<file path="config.mk">
export PLATFORM = sky130hd
export DESIGN_NAME = subservient_loader
export DESIGN_NICKNAME = d
export VERILOG_FILES = /design/src/rtl/subservient_loader.sv
export SDC_FILE = /design/constraint.sdc
export NUM_CORES = 1
export LEC_CHECK = 0
export CAP_MARGIN = 5
export CORE_ASPECT_RATIO = 1.1
export CORE_MARGIN = 2
export CORE_UTILIZATION = 56
export CTS_BUF_LIST = sky130_fd_sc_hd__clkbuf_4 sky130_fd_sc_hd__clkbuf_8
export CTS_CLUSTER_SIZE = 25
export DETAILED_ROUTE_END_ITERATION = 16
export GPL_TIMING_DRIVEN = 0
export HOLD_SLACK_MARGIN = 0.06
export MAX_ROUTING_LAYER = met4
export PLACE_DENSITY_LB_ADDON = 0.3
export SLEW_MARGIN = 20
export SYNTH_ARGS = -nofsm -noshare
export SYNTH_HDL_FRONTEND = slang
export SYNTH_SLANG_ARGS = --single-unit
</file>
<file path="constraint.sdc">
create_clock -name wb_clk_i -period 2.85 [get_ports wb_clk_i]
set_input_delay 0.57 -clock wb_clk_i [delete_from_list [all_inputs] [get_ports wb_clk_i]]
set_output_delay 0.57 -clock wb_clk_i [all_outputs]
set_load 0.1 [all_outputs]
</file>
<file path="src/rtl/subservient_loader.sv">
// Firmware loader: packs a byte stream little-endian into 32-bit words, writes them to the
// SRAM debug port over Wishbone while the core is held, then releases the core after a settle delay.
module subservient_loader #(
    parameter int memsize       = 512,
    parameter int aw            = $clog2(memsize),
    parameter int settle_cycles = 10,
    parameter int ack_timeout   = 255
) (
    input  logic          wb_clk_i,
    input  logic          wb_rst_ni,
    input  logic          i_start,
    input  logic [aw:0]   i_len,
    input  logic [7:0]    i_byte,
    input  logic          i_byte_valid,
    output logic          o_byte_ready,
    output logic [31:0]   o_wb_adr,
    output logic [31:0]   o_wb_dat,
    output logic [3:0]    o_wb_sel,
    output logic          o_wb_we,
    output logic          o_wb_stb,
    input  logic          i_wb_ack,
    output logic          o_run,
    output logic          o_busy,
    output logic          o_done,
    output logic          o_err,
    output logic [2:0]    o_state
);

    localparam int sw = (settle_cycles > 1) ? $clog2(settle_cycles + 1) : 1;
    localparam int tw = (ack_timeout > 1) ? $clog2(ack_timeout + 1) : 1;
    localparam logic [aw:0]   max_len     = (aw + 1)'(memsize);
    localparam logic [sw-1:0] settle_last = sw'(settle_cycles - 1);
    localparam logic [tw-1:0] timeout_last = tw'(ack_timeout - 1);

    typedef enum logic [2:0] {
        IDLE    = 3'd0,
        COLLECT = 3'd1,
        WRITE   = 3'd2,
        SETTLE  = 3'd3,
        RUN     = 3'd4
    } state_t;

    state_t          state;
    logic [aw:0]     len;
    logic [aw:0]     byte_cnt;
    logic [aw-2:0]   word_idx;
    logic [31:0]     word;
    logic [sw-1:0]   settle_cnt;
    logic [tw-1:0]   to_cnt;

    logic [aw:0]     byte_cnt_nxt;
    logic            last_byte;
    logic [31:0]     word_nxt;

    assign o_state      = state;
    assign byte_cnt_nxt = byte_cnt + 1'b1;
    assign last_byte    = (byte_cnt[1:0] == 2'd3) || (byte_cnt_nxt == len);

    always_comb begin
        word_nxt = word;
        word_nxt[8*byte_cnt[1:0] +: 8] = i_byte;
    end

    // Stream handshake: a byte transfers on every rising edge where i_byte_valid and
    // o_byte_ready are both high; the source holds i_byte stable while valid is high and ready is low.
    always_ff @(posedge wb_clk_i or negedge wb_rst_ni) begin
        if (!wb_rst_ni) begin
            state        <= IDLE;
            len          <= '0;
            byte_cnt     <= '0;
            word_idx     <= '0;
            word         <= '0;
            settle_cnt   <= '0;
            to_cnt       <= '0;
            o_byte_ready <= 1'b0;
            o_wb_adr     <= '0;
            o_wb_dat     <= '0;
            o_wb_sel     <= '0;
            o_wb_we      <= 1'b0;
            o_wb_stb     <= 1'b0;
            o_run        <= 1'b0;
            o_busy       <= 1'b0;
            o_done       <= 1'b0;
            o_err        <= 1'b0;
        end else begin
            case (state)
                IDLE, RUN: begin
                    if (i_start) begin
                        o_done     <= 1'b0;
                        o_err      <= 1'b0;
                        o_run      <= 1'b0;
                        len        <= i_len;
                        byte_cnt   <= '0;
                        word_idx   <= '0;
                        word       <= '0;
                        settle_cnt <= '0;
                        if (i_len > max_len) begin
                            o_err  <= 1'b1;
                            o_busy <= 1'b0;
                            state  <= IDLE;
                        end else if (i_len == '0) begin
                            o_busy <= 1'b1;
                            state  <= SETTLE;
                        end else begin
                            o_busy       <= 1'b1;
                            o_byte_ready <= 1'b1;
                            state        <= COLLECT;
                        end
                    end
                end

                COLLECT: begin
                    if (i_byte_valid && o_byte_ready) begin
                        word     <= word_nxt;
                        byte_cnt <= byte_cnt_nxt;
                        if (last_byte) begin
                            o_byte_ready <= 1'b0;
                            state        <= WRITE;
                        end
                    end
                end

                WRITE: begin
                    // First WRITE cycle presents the word; the bus is then frozen until ack or timeout.
                    if (!o_wb_stb) begin
                        o_wb_stb <= 1'b1;
                        o_wb_we  <= 1'b1;
                        o_wb_sel <= 4'b1111;
                        o_wb_adr <= {{(31 - aw){1'b0}}, word_idx, 2'b00};
                        o_wb_dat <= word;
                        to_cnt   <= '0;
                    end else if (i_wb_ack) begin
                        o_wb_stb <= 1'b0;
                        o_wb_we  <= 1'b0;
                        o_wb_sel <= '0;
                        word_idx <= word_idx + 1'b1;
                        word     <= '0;
                        if (byte_cnt == len) begin
                            settle_cnt <= '0;
                            state      <= SETTLE;
                        end else begin
                            o_byte_ready <= 1'b1;
                            state        <= COLLECT;
                        end
                    end else if (to_cnt == timeout_last) begin
                        o_wb_stb <= 1'b0;
                        o_wb_we  <= 1'b0;
                        o_wb_sel <= '0;
                        o_err    <= 1'b1;
                        o_busy   <= 1'b0;
                        o_run    <= 1'b0;
                        state    <= IDLE;
                    end else begin
                        to_cnt <= to_cnt + 1'b1;
                    end
                end

                SETTLE: begin
                    if (settle_cnt == settle_last) begin
                        o_run  <= 1'b1;
                        o_done <= 1'b1;
                        o_busy <= 1'b0;
                        state  <= RUN;
                    end else begin
                        settle_cnt <= settle_cnt + 1'b1;
                    end
                end

                default: state <= IDLE;
            endcase
        end
    end

endmodule

</file>
==> results.ini, run 1 <==
[clock_network]
clockRootBuffer = clkbuf_8
cts_tree = built
cts_buffers = 17
cts_buffer_depth = 2
cts_setup_buffers = 0
hold_buffers = 0
clock_latency_ns = 0.43
cts_resized = 0
path_clk_slew_ns = 0.07
h-tree-depth = 4
cts_sinks = 122

[die]
core_area_um2 = 10500
initial_core_util = 0.579
io-pin-count = 101
dieArea_um2 = 11700
row_count = 39
die_w_um = 103
die_h_um = 113

[critical_path]
rr_worst_depth = 6
crit_arrival_ns = 2.10
required_ns = 2.28
critical_path_class = flip-flop to output port
end_kind = output port
r2r_setup_slack_ns = 0.52
r2r-start = o_state[0]
crit_path_max_fanout = 6
cp-start-kind = flip-flop
r2r-end = o_wb_dat[21]

[layout]
fin_nets = 712
drive_gt1_frac = 0.216
area_growth_pct = 25.0
antenna_cells = 0
final_cells = 834

[routing]
ant_nets = 0
drtIter0Drc = 207
drc = 0
dr.pass1.iters = 5
wirelength_um = 13000
routed-via-count = 4509
vias_per_cell = 5.41
wl_per_cell_um = 15.6

[sta]
slew_violations = 0
period_minus_slack_ns = 2.67
hold_viol = 0
setup_viol = 0
rsz0062_at_grt = false
tightest_slew_ns = 0.996
skew_ns = 0.00894
relSlewSlack = 0.334
setup_ws_ns = 0.177
min_period_over_period = 0.938
clock.fmax_mhz = 374

[logic_synthesis]
synth-xor-area-share = 0.0432
yosys.area.top_type = dfrtp_1
synth-seq-cells = 122
synthSimpleGateAreaFrac = 0.135
seq_area_frac_synth = 0.502
ys_top_cells_by_count = dfrtp_1 (122), mux2_2 (51), buf_4 (34), nand2_1 (34), nand3_1 (33)
syn_area_um2 = 6080
synth_top_area_frac = 0.502
async_flop_share = 1.00
syn_avg_cell_area_um2 = 10.9
synth-compound-area-share = 0.108
synth_top_family_by_area = simple AND/OR/NAND/NOR gates
ys_types = 63
synth_edf_count = 0
netlist_instances = 560
synth.area.mux_share = 0.101
yosysMostFrequentCell = dfrtp_1
synth_ff_type = dfrtp_1
synth_fa_ha_area_frac = 0.0226
ys_warn_count = 0
synthTopCellsByArea = dfrtp_1 (50%), mux2_2 (9.5%), buf_4 (4.2%)

[job]
maxCapViolCount = 0

[pwr]
peakVddDrop_mv = 0.711
leakage_nw = 3.50
powerDensity_nw_per_um2 = 1010

[outcome]
status = finished clean

[hold_path]
hold_path_class = primary input to asynchronous set/reset pin

[grt]
grt-ovfl-total = 0
antenna_found_initial = 0
grt_pass1_wl_um = 21900
grt_usage = 0.249
grt_max_degree = 69
grt_pass1_vias = 4461

[placement]
numPortBuffers = 75
dp.cells = 802
hpwlAfterDp_um = 9430
dp_worst_setup_slack_ns = 0.245
gp_congestion = 0.852

==> final cells by class <==
type	instances	area, µm²
Sequential cell	122	3050
Multi-Input combinational cell	374	2580
Inverter	31	116
Tap cell	143	179
Buffer	56	413
Timing Repair Buffer	76	779
Fill cell	781	2890
Clock buffer	19	262
Clock inverter	13	214
==> routing by layer <==
layer  part of all wire  wire (µm)  GRT usage  vias to the layer above
li1                   -          -          -                     2156
met1               0.40       5220      0.310                     2205
met2               0.54       6980      0.409                      131
met3              0.048        622     0.0457                       17
met4              0.015        199     0.0860                        0
met5                  0          0          -                        -
==> through the flow <==
stage / util / instance area [µm²] / power [W] / TNS [ns] / hold slack [ns]
2_1_floorplan: - / 6160 / 0.00505 / 0 / 0.274
3_3_place_gp: 0.676 / 7090 / 0.00575 / -410.71 / 0.460
3_5_place_dp: 0.679 / 7120 / 0.00586 / 0 / 0.465
4_1_cts: 0.724 / 7600 / 0.00769 / 0 / 0.0882
5_1_grt: 0.724 / 7600 / 0.00808 / 0 / 0.0975
6_report: 0.724 / 7600 / 0.00766 / 0 / 0.0763
==> power breakdown <==
group	switching, W	leakage (nW)	internal [W]
clock	0.000715	0.233	0.00110
sequential	0.000267	1.66	0.00202
combinational	0.00246	1.61	0.00110
total	0.00344	3.50	0.00422
==> layout by cell type, fill, tap and decap left out, types with 5 or more instances in the layout <==
| cell | netlist | layout |
|---|---|---|
| clkdlybuf4s50_1 | 0 | 74 |
| o21ai_1 | 26 | 26 |
| nor2_1 | 28 | 28 |
| a21oi_1 | 6 | 6 |
| buf_4 | 34 | 34 |
| buf_2 | 11 | 11 |
| o21ai_0 | 29 | 29 |
| xor2_1 | 21 | 21 |
| ha_1 | 11 | 11 |
| buf_6 | 6 | 7 |
| o31ai_1 | 5 | 5 |
| nand2b_1 | 6 | 6 |
| nand2_1 | 34 | 34 |
| a21o_1 | 6 | 6 |
| nand4_1 | 7 | 7 |
| nor3_1 | 5 | 5 |
| or3_1 | 5 | 5 |
| nand3_1 | 33 | 33 |
| xnor2_1 | 9 | 9 |
| dfrtp_1 | 122 | 122 |
| inv_1 | 31 | 31 |
| bufinv_16 | 0 | 5 |
| mux2_2 | 51 | 51 |
| conb_1 | 1 | 24 |
| clkbuf_8 | 0 | 19 |
==> worst max-delay path by stage <==
stage | start | to | slack (ns) | depth (start not counted)
CTS | o_wb_sel[2] | o_wb_sel[1] | 0.15 | 2
finish | o_wb_sel[2] | o_wb_sel[1] | 0.18 | 2
detailed placement | i_start | word[6] | 0.24 | 9
global route | o_wb_sel[2] | o_wb_sel[3] | 0.09 | 2
floorplan | o_state[0] | o_err | 0.26 | 8
global placement | wb_rst_ni | o_wb_dat[27] | -3.37 | 1
==> cell families after synthesis <==
logic type	count (synthesis)
AND/OR/NAND/NOR	151
buffers and inverters	87
other	1
multiplexers	55
adder cells (fa/ha/maj)	11
flip-flops	122
XOR/XNOR	30
AO/OA/AOI/OAI	103
==> flip-flops by register name (all words and copies together), names as in the netlist <==
register	count
byte_cnt	10
word	32
o_err	1
settle_cnt	4
o_wb_adr	8
o_wb_dat	32
o_wb_sel	1
o_run	1
o_wb_stb	1
o_byte_ready	1
o_busy	1
to_cnt	8
o_state	3
word_idx	8
len	10
o_done	1
==> worst max-delay path: stages, from the launching register on <==
cell	delay [ns]
dfrtp_1	0.42
buf_4	0.13
clkdlybuf4s50_1	1.12
No activity file was read; power rests on OpenSTA's default activity.
==> run 2: changes to the inputs <==
--- a/config.mk
+++ b/config.mk
@@ -8,7 +8,7 @@
 export CAP_MARGIN = 5
 export CORE_ASPECT_RATIO = 1.1
 export CORE_MARGIN = 2
-export CORE_UTILIZATION = 56
+export CORE_UTILIZATION = 44
 export CTS_BUF_LIST = sky130_fd_sc_hd__clkbuf_4 sky130_fd_sc_hd__clkbuf_8
 export CTS_CLUSTER_SIZE = 25
 export DETAILED_ROUTE_END_ITERATION = 16
==> results.ini, run 2 (synthesized netlist as in run 1, its figures left out) <==
[grt]
grt_usage = 0.190  ; -0.0595
grt_pass1_wl_um = 21200  ; -3.1%
grt_pass1_vias = 4303  ; -3.5%
grt_max_degree = 64  ; -7.2%
antenna_found_initial = 0  ; unchanged
grt-ovfl-total = 0  ; unchanged

[layout]
multi_input_area_um2 = 2580  ; unchanged
fin_nets = 712  ; unchanged
mostFrequentLayoutCells = dfrtp_1 (122), clkdlybuf4s50_1 (74), mux2_2 (51), buf_4 (34), nand2_1 (34)
antenna_cells = 0  ; unchanged
drive_gt1_frac = 0.216  ; unchanged
reg_top3 = o_wb_dat x32, word x32
fillers = 1229  ; +57%
area_growth_pct = 25.6
seq_area_um2 = 3050  ; unchanged
layout_commonest_cell = dfrtp_1

[clock_network]
hold_buffers = 0  ; unchanged
cts_buffer_depth = 2  ; unchanged
path_clk_slew_ns = 0.07  ; about the same
cts_setup_buffers = 0  ; unchanged
h-tree-depth = 4  ; unchanged
cts_buffers = 17  ; unchanged
cts_resized = 0  ; unchanged
cts_sinks = 122  ; unchanged
clockRootBuffer = clkbuf_8
clock_latency_ns = 0.44  ; about the same
cts_tree = built

[critical_path]
cp-start-kind = flip-flop
end_kind = output port
max_stage_delay_ns = 1.12  ; about the same
cp_slowest_cell = clkdlybuf4s50_1
critical_path_class = flip-flop to output port
crit_arrival_ns = 2.11  ; about the same
required_ns = 2.28  ; about the same
crit_path_max_fanout = 6  ; unchanged
path_cells = buf_4 > clkdlybuf4s50_1

[sta]
skew_ns = 0.00628  ; -0.00266 ns
tightest_slew_ns = 1.01  ; +0.0116 ns
slew_violations = 0  ; unchanged
relSlewSlack = 0.326  ; -0.00773
holdWs_ns = 0.0941  ; +0.0177 ns
min_period_over_period = 0.939  ; +0.00128
setup_viol = 0  ; unchanged
rsz0062_at_grt = false
hold_viol = 0  ; unchanged
period_minus_slack_ns = 2.68  ; +0.00366 ns
clock.fmax_mhz = 374  ; -0.14%
tns_ns = 0  ; unchanged

[placement]
numPortBuffers = 75  ; unchanged
gp_congestion = 0.850  ; -0.20%
hpwlAfterDp_um = 9440  ; about the same

[routing]
ant_nets = 0  ; unchanged
drc = 0  ; unchanged
wl_per_cell_um = 14.5  ; -6.8%
drtIter0Drc = 354  ; +71%
dr.pass1.iters = 7  ; +2
wirelength_um = 12800  ; -1.8%
routed-via-count = 4436  ; -1.6%
vias_per_cell = 5.05  ; -6.7%

[pwr]
p_clk_frac = 0.230  ; -0.006
power.internal_w = 0.00416  ; -1.4%
pwr-share-comb = 0.466  ; about the same
switching_share = 0.451  ; +0.00141
leakage_nw = 3.49  ; -0.40%
powerDensity_nw_per_um2 = 993  ; -1.6%
power_switching_w = 0.00342  ; -0.79%
p_seq_frac = 0.303  ; +0.004
peakVddDrop_mv = 0.483  ; -32%

[die]
row_count = 45  ; +15%
io-pin-count = 101  ; unchanged
die_h_um = 127  ; +12%
dieArea_um2 = 14800  ; +26%
die_w_um = 116  ; +12%
core_area_um2 = 13600  ; +30%
initial_core_util = 0.446  ; -0.133

[job]
maxCapViolCount = 0  ; unchanged

[outcome]
status = finished clean

[hold_path]
hold_path_class = primary input to asynchronous set/reset pin

run 2: cell types whose count changed in the layout (fill, tap and decap cells not counted), sizes merged:
cell,delta
clkbuf,-2
clkinvlp,+2
inv,+1
clkinv,-1
run 2: path summary, 6_finish.rpt:
path / startpoint / end / slack [ns] / cells past startpoint
max reg2reg: o_state[0] / o_wb_dat[26] / 0.44 / 6
min: wb_rst_ni / o_wb_dat[25] / 0.09 / 1
max: o_wb_sel[2] / o_wb_sel[3] / 0.17 / 2
max in group asynchronous: wb_rst_ni / settle_cnt[1] / 2.06 / 2
min in group wb_clk_i: i_wb_ack / to_cnt[0] / 0.47 / 3
min reg2reg: word[29] / word[29] / 0.48 / 2
run 2: critical path, delay by kind of cell, from the launching register on:
family	cells	cell delay, ns
buf+inv	2	1.25
flops	1	0.42
run 2: power groups by stage:
stage	clock network [W]	logic, W	registers (W)
CTS	0.00179	0.00355	0.00230
finish	0.00175	0.00353	0.00230
detailed placement	0	0.00353	0.00233
floorplan	0	0.00191	0.00314
global placement	0	0.00347	0.00231
global route	0.00187	0.00378	0.00234
run 2: area by class of cell:
type	count	share of cell area
clock buffers	17	0.0307
plain buffers	56	0.0541
repair buffers	76	0.102
inverters	31	0.0152
well taps	188	0.0308
multi-input cells	374	0.338
flip-flops and latches	122	0.400
clock inverters	15	0.0290
run 2: per-stage QoR:
| stage | area [µm²] | setup WS [ns] | cells | util | power [W] |
|---|---|---|---|---|---|
| after floorplan | 6160 | 0.263 | 583 | - | 0.00505 |
| after global placement | 7150 | -3.39 | 846 | 0.525 | 0.00578 |
| after detailed placement | 7180 | 0.229 | 847 | 0.527 | 0.00586 |
| after CTS | 7630 | 0.133 | 879 | 0.560 | 0.00764 |
| after global routing | 7630 | 0.0882 | 879 | 0.560 | 0.00798 |
| final | 7630 | 0.174 | 879 | 0.560 | 0.00758 |
run 2: metal layers:
metal,part of all wire,up-vias,GRT usage
met1,0.44,2167,0.241
met5,0,-,-
li1,-,2148,-
met4,0.020,0,0.0749
met3,0.042,21,0.0384
met2,0.50,100,0.299
==> run 3: changes to the inputs <==
--- a/config.mk
+++ b/config.mk
@@ -5,6 +5,7 @@
 export SDC_FILE = /design/constraint.sdc
 export NUM_CORES = 1
 export LEC_CHECK = 0
+export ABC_CLOCK_PERIOD_IN_PS = 2850
 export CAP_MARGIN = 5
 export CORE_ASPECT_RATIO = 1.1
 export CORE_MARGIN = 2
==> results of run 3 <==
The final DEF is identical to that of run 2; final timing and power are the same.
